File: src/rtl/byte_encode_stream.sv
// byte_encode_stream
// Streaming ML-KEM ByteEncode_d packer with per-polynomial d. Takes 256
// coefficients over a valid/ready stream. The low d bits of each coefficient
// are packed little-endian into a bit accumulator. The packed result
// (32*d bytes) is emitted as 8*OUT_BYTES-bit words over a valid/ready output.
//
// Ports
//   clk_i, rst_ni             clock, synchronous active-low reset
//   start_i, d_i              start a polynomial with d bits per coefficient
//   busy_o, done_o, err_o     busy flag, completion pulse, illegal-d pulse
//   coef_valid_i/ready_o/i    coefficient input stream
//   out_valid_o/ready_i       packed word output handshake
//   out_data_o, out_last_o    packed word (byte lane 0 lowest), last-word flag
module byte_encode_stream #(
   parameter int IN_WIDTH  = 16,
   parameter int OUT_BYTES = 4,
   parameter int D_MAX     = 12
) (
   input  logic                   clk_i,
   input  logic                   rst_ni,
   input  logic                   start_i,
   input  logic [3:0]             d_i,
   output logic                   busy_o,
   output logic                   done_o,
   output logic                   err_o,
   input  logic                   coef_valid_i,
   output logic                   coef_ready_o,
   input  logic [IN_WIDTH-1:0]    coef_i,
   output logic                   out_valid_o,
   input  logic                   out_ready_i,
   output logic [8*OUT_BYTES-1:0] out_data_o,
   output logic                   out_last_o
);

   localparam int W     = 8 * OUT_BYTES;
   localparam int ACC_W = W + D_MAX - 1;
   localparam int CNT_W = $clog2(W + D_MAX);
   localparam int WC_W  = $clog2(32 * D_MAX / OUT_BYTES + 1);
   localparam int OB_SH = $clog2(OUT_BYTES);

   localparam logic [0:0] IDLE   = 1'b0;
   localparam logic [0:0] ENCODE = 1'b1;

   logic [0:0]          state;
   logic [3:0]          d;
   logic [8:0]          coef_cnt;
   logic [WC_W-1:0]     word_cnt;
   logic [WC_W-1:0]     words_last;
   logic [ACC_W-1:0]    acc;
   logic [CNT_W-1:0]    acc_cnt;
   logic                done;
   logic                err;

   logic                d_legal;
   logic                full;
   logic                pop;
   logic                accept;
   logic                room;
   logic [CNT_W-1:0]    cnt_pop;
   logic [CNT_W-1:0]    cnt_base;
   logic [ACC_W-1:0]    acc_base;
   logic [IN_WIDTH-1:0] mask;
   logic [ACC_W-1:0]    ins;

   always_comb begin
      d_legal    = (d_i != 4'd0) && (d_i <= 4'(D_MAX));
      full       = acc_cnt >= CNT_W'(W);
      pop        = full & out_ready_i;
      cnt_pop    = acc_cnt - CNT_W'(W);
      // An insert is only allowed when the post-pop fill is below one word,
      // so the new coefficient always fits. At the default widths this is
      // the same as (not full or popping).
      room       = !full || (out_ready_i && (cnt_pop < CNT_W'(W)));
      // Shift first, then insert at the post-shift fill level.
      cnt_base   = pop ? cnt_pop : acc_cnt;
      acc_base   = pop ? (acc >> W) : acc;
      mask       = ~({IN_WIDTH{1'b1}} << d);
      ins        = ACC_W'(coef_i & mask) << cnt_base;
      words_last = WC_W'(((int'(d) << 5) >> OB_SH) - 1);
      accept     = coef_valid_i & coef_ready_o;
   end

   assign busy_o       = (state == ENCODE);
   assign done_o       = done;
   assign err_o        = err;
   assign coef_ready_o = busy_o & ~coef_cnt[8] & room;
   assign out_valid_o  = full;
   assign out_data_o   = acc[W-1:0];
   assign out_last_o   = busy_o & (word_cnt == words_last);

   always_ff @(posedge clk_i) begin
      if (!rst_ni) begin
         state    <= IDLE;
         d        <= '0;
         coef_cnt <= '0;
         word_cnt <= '0;
         acc      <= '0;
         acc_cnt  <= '0;
         done     <= 1'b0;
         err      <= 1'b0;
      end else begin
         done <= 1'b0;
         err  <= 1'b0;
         case (state)
            IDLE: begin
               if (start_i) begin
                  if (d_legal) begin
                     state    <= ENCODE;
                     d        <= d_i;
                     coef_cnt <= '0;
                     word_cnt <= '0;
                     acc      <= '0;
                     acc_cnt  <= '0;
                  end else begin
                     err <= 1'b1;
                  end
               end
            end
            default: begin
               if (accept) begin
                  acc      <= acc_base | ins;
                  acc_cnt  <= cnt_base + CNT_W'(d);
                  coef_cnt <= coef_cnt + 9'd1;
               end else if (pop) begin
                  acc      <= acc_base;
                  acc_cnt  <= cnt_base;
               end
               if (pop) begin
                  word_cnt <= word_cnt + 1'b1;
                  if (word_cnt == words_last) begin
                     state <= IDLE;
                     done  <= 1'b1;
                  end
               end
            end
         endcase
      end
   end

endmodule

File: config.mk
export PLATFORM = sky130hd
export DESIGN_NAME = byte_encode_stream
export DESIGN_NICKNAME = d
export VERILOG_FILES = /design/src/rtl/byte_encode_stream.sv
export SDC_FILE = /design/constraint.sdc
export NUM_CORES = 1
export LEC_CHECK = 0
export ABC_AREA = 1
export CELL_PAD_IN_SITES_DETAIL_PLACEMENT = 1
export CELL_PAD_IN_SITES_GLOBAL_PLACEMENT = 1
export CORE_MARGIN = 4
export CORE_UTILIZATION = 42
export DETAILED_ROUTE_END_ITERATION = 12
export GPL_TIMING_DRIVEN = 0
export PLACE_DENSITY = 0.93
export SLEW_MARGIN = 15
export SYNTH_ARGS = -nofsm -noshare
export SYNTH_HDL_FRONTEND = slang
export SYNTH_SLANG_ARGS = --single-unit
export TNS_END_PERCENT = 1
File: constraint.sdc
create_clock -name clk_i -period 5.95 [get_ports clk_i]
set_input_delay 1.19 -clock clk_i [delete_from_list [all_inputs] [get_ports clk_i]]
set_output_delay 1.19 -clock clk_i [all_outputs]
set_load 0.02 [all_outputs]
==> impl_metrics.tcl <==
set metrics [dict create \
    cts_buffers 9 \
    die_h_um 114.7 \
    n_fill_cell 1478 \
    portBuffers 61 \
    r2r-end "acc[7]" \
    grt_pass1_vias 5649 \
    gp_congestion 0.9768 \
    utilization_pct 53.75 \
    endpoint_kind "output pin" \
    r2r_cells 12 \
    cts_setup_buffers 0 \
    start_kind "flop" \
    vias 5384 \
    synthesis.instances 736 \
    synth_area_leader_cell "dfxtp_1" \
    ys_warn_count 0 \
    grt_setup_unrepaired "false" \
    drive_gt1_share_pct 10.82 \
    antenna_found_initial 0 \
    clkTransAtPathRegs_ps 60 \
    slew-limit-headroom_pct 55.26 \
    hold_path_depth 2 \
    synthesis.nets 772 \
    synth-seq-cells 72 \
    worstPathArrival_ps 2810 \
    cts_buffer_depth 2 \
    postRouteAntennaNets 0 \
    cts_resized 0 \
    path_class "reg -> out" \
    rows 38 \
    synthTopCellsByArea "dfxtp_1, nand3_1, nand2_1" \
    coreArea_um2 10980 \
    syn_avg_cell_area_um2 6.501 \
    outcome "complete, no violations" \
    r2r-start "d[1]" \
    synth_edf_count 0 \
    multi_input_area_um2 2739 \
    powerDensity_nw_per_um2 222.5 \
    firstDrtPassIters 5 \
    ys_types 42 \
    antennaDiodeCount 0 \
    synth_most_common_cell "nand2_1" \
    async_reset_ff_share_pct 0 \
    irDropWorstVdd_v 0.0001983 \
    dieArea_um2 13160 \
    pre_cts_ws_ps 2162 \
    ctsHoldBuffers 0 \
    num_io_pins 63 \
    drtIter0Drc 348 \
    finalHoldViolations 0 \
    synth.cell_area_um2 4785 \
    whs_endpoint "acc[0]" \
    min_from "acc[0]" \
    seq_area_um2 1441 \
    ys_seq_area_share_pct 30.13 \
    wire_per_inst_um 19.05 \
    grt_max_degree 13 \
    synth_flop_cell "dfxtp_1" \
    min_period_over_period_pct 67.17 \
    hold_path.class "reg -> reg" \
    vias_per_cell 5.650 \
    path_max_fanout 7 \
    overflow 0 \
    fmax_mhz 250.2 \
    dp_hpwl_um 14190 \
    max-cap-violations 0 \
    synth_top_area_share_pct 30.13 \
    setup_viol 0 \
    reg2reg_slack_ps 3390 \
    syn2layout_area_growth_pct 23.38 \
    cellLeakagePower_uw 0.002438 \
    grt_use_total_pct 28.52 \
    clock-sinks 72 \
    cts_tree "done" \
    report.final.slew_viol_count 0 \
    dieWidth_um 114.7 \
    grt_pass1_wl_um 29490 \
    setup-tns-final_ps 0 \
    worstMarginPinSlew_ps 671.1 \
    drc 0 \
    fin_crit_ps 3997 \
    drt_wl_total_um 18160 \
    setup_ws_ps 1953 \
    finalClockSkew_ps 8.391 \
    ys_top_cells_by_count "nand2_1, nand3_1, dfxtp_1" \
    nets 844 \
    required_ps 4760 \
    cts_max_level 3 \
    clockRootBuffer "clkbuf_16" \
    clock_latency_ps 350 \
    start_util_pct 43.56 \
]
## cells by family after synthesis
logic type               synth area share (%)
AO/OA/AOI/OAI                           13.49
flip-flops                              30.13
AND/OR/NAND/NOR                         38.99
multiplexers                           0.6276
buffers and inverters                   12.63
XOR/XNOR                                1.099
adder cells (fa/ha/maj)                 3.033
## metrics by stage
step / std cells / hold WS [ps] / instance area [µm²] / total power (µW)
2_1_floorplan: 736 / 442.7 / 4785 / 628.4
3_3_place_gp: 937 / 456.8 / 5570 / 700.9
3_5_place_dp: 937 / 464.9 / 5570 / 708.6
4_1_cts: 953 / 474.8 / 5903 / 1314
5_1_grt: 953 / 499.7 / 5903 / 1359
6_report: 953 / 475.2 / 5903 / 1314
## worst max path at each step
stage | start | to | slack [ps]
2_1_floorplan | d[1] | out_last_o | 3170
3_3_place_gp | out_ready_i | coef_ready_o | 2220
3_5_place_dp | out_ready_i | coef_ready_o | 2160
4_1_cts | d[1] | out_last_o | 1960
5_1_grt | d[1] | out_last_o | 1770
6_report | d[1] | out_last_o | 1950
## final cells by class
class | count | area share [%]
Multi-Input combinational cell | 549 | 46.40
Sequential cell | 72 | 24.42
Timing Repair Buffer | 61 | 10.34
Buffer | 72 | 7.461
Clock buffer | 12 | 4.345
Tap cell | 140 | 2.967
Inverter | 43 | 2.777
Clock inverter | 4 | 1.293
## layer usage
metal / up-vias / wire length [µm] / GRT usage, % / part of all wire, %
met5: - / 0 / 0 / 0
met4: 0 / 399 / 7.903 / 2.2
met3: 36 / 820 / 5.368 / 4.5
met2: 137 / 8887 / 48.93 / 49
met1: 2614 / 8050 / 36.74 / 44
li1: 2597 / - / - / -
## flip-flops by register name, indices dropped and copies added, names as in the netlist
register	count
busy_o	1
coef_cnt	9
word_cnt	7
d	4
acc_cnt	6
done_o	1
err_o	1
acc	43
## where the power goes
group / switching (µW) / total [µW] / leakage (µW) / internal, µW
sequential: 7.22 / 495 / 0.000581 / 488
clock: 219 / 610 / 0.000159 / 391
combinational: 145 / 209 / 0.00170 / 64.0
total: 371 / 1310 / 0.00244 / 943
## worst max-delay path: stages (launching register included)
cell             delay (ps)
dfxtp_1                 520
inv_1                   160
ha_1                    230
ha_1                    310
xor2_1                  150
nand3_1                 100
nor3_1                  220
nand2_1                 100
inv_1                    70
clkdlybuf4s50_1         600
## cell usage in the layout, fill, tap and decap left out, drive strengths merged, types with 3 or more instances in the layout
| master | instances |
|---|---|
| nand2 | 189 |
| nand3 | 146 |
| dfxtp | 72 |
| clkdlybuf4s50 | 61 |
| a21oi | 59 |
| buf | 56 |
| nor2 | 48 |
| inv | 42 |
| o21ai | 29 |
| clkbuf | 28 |
| nand4 | 13 |
| a31oi | 13 |
| ha | 10 |
| nor3 | 9 |
| a21boi | 8 |
| xnor2 | 3 |
| xor2 | 3 |
| and3 | 3 |
| mux2i | 3 |
| o22ai | 3 |
| or2 | 3 |
Note: power is estimated with default switching activity, not from simulation.
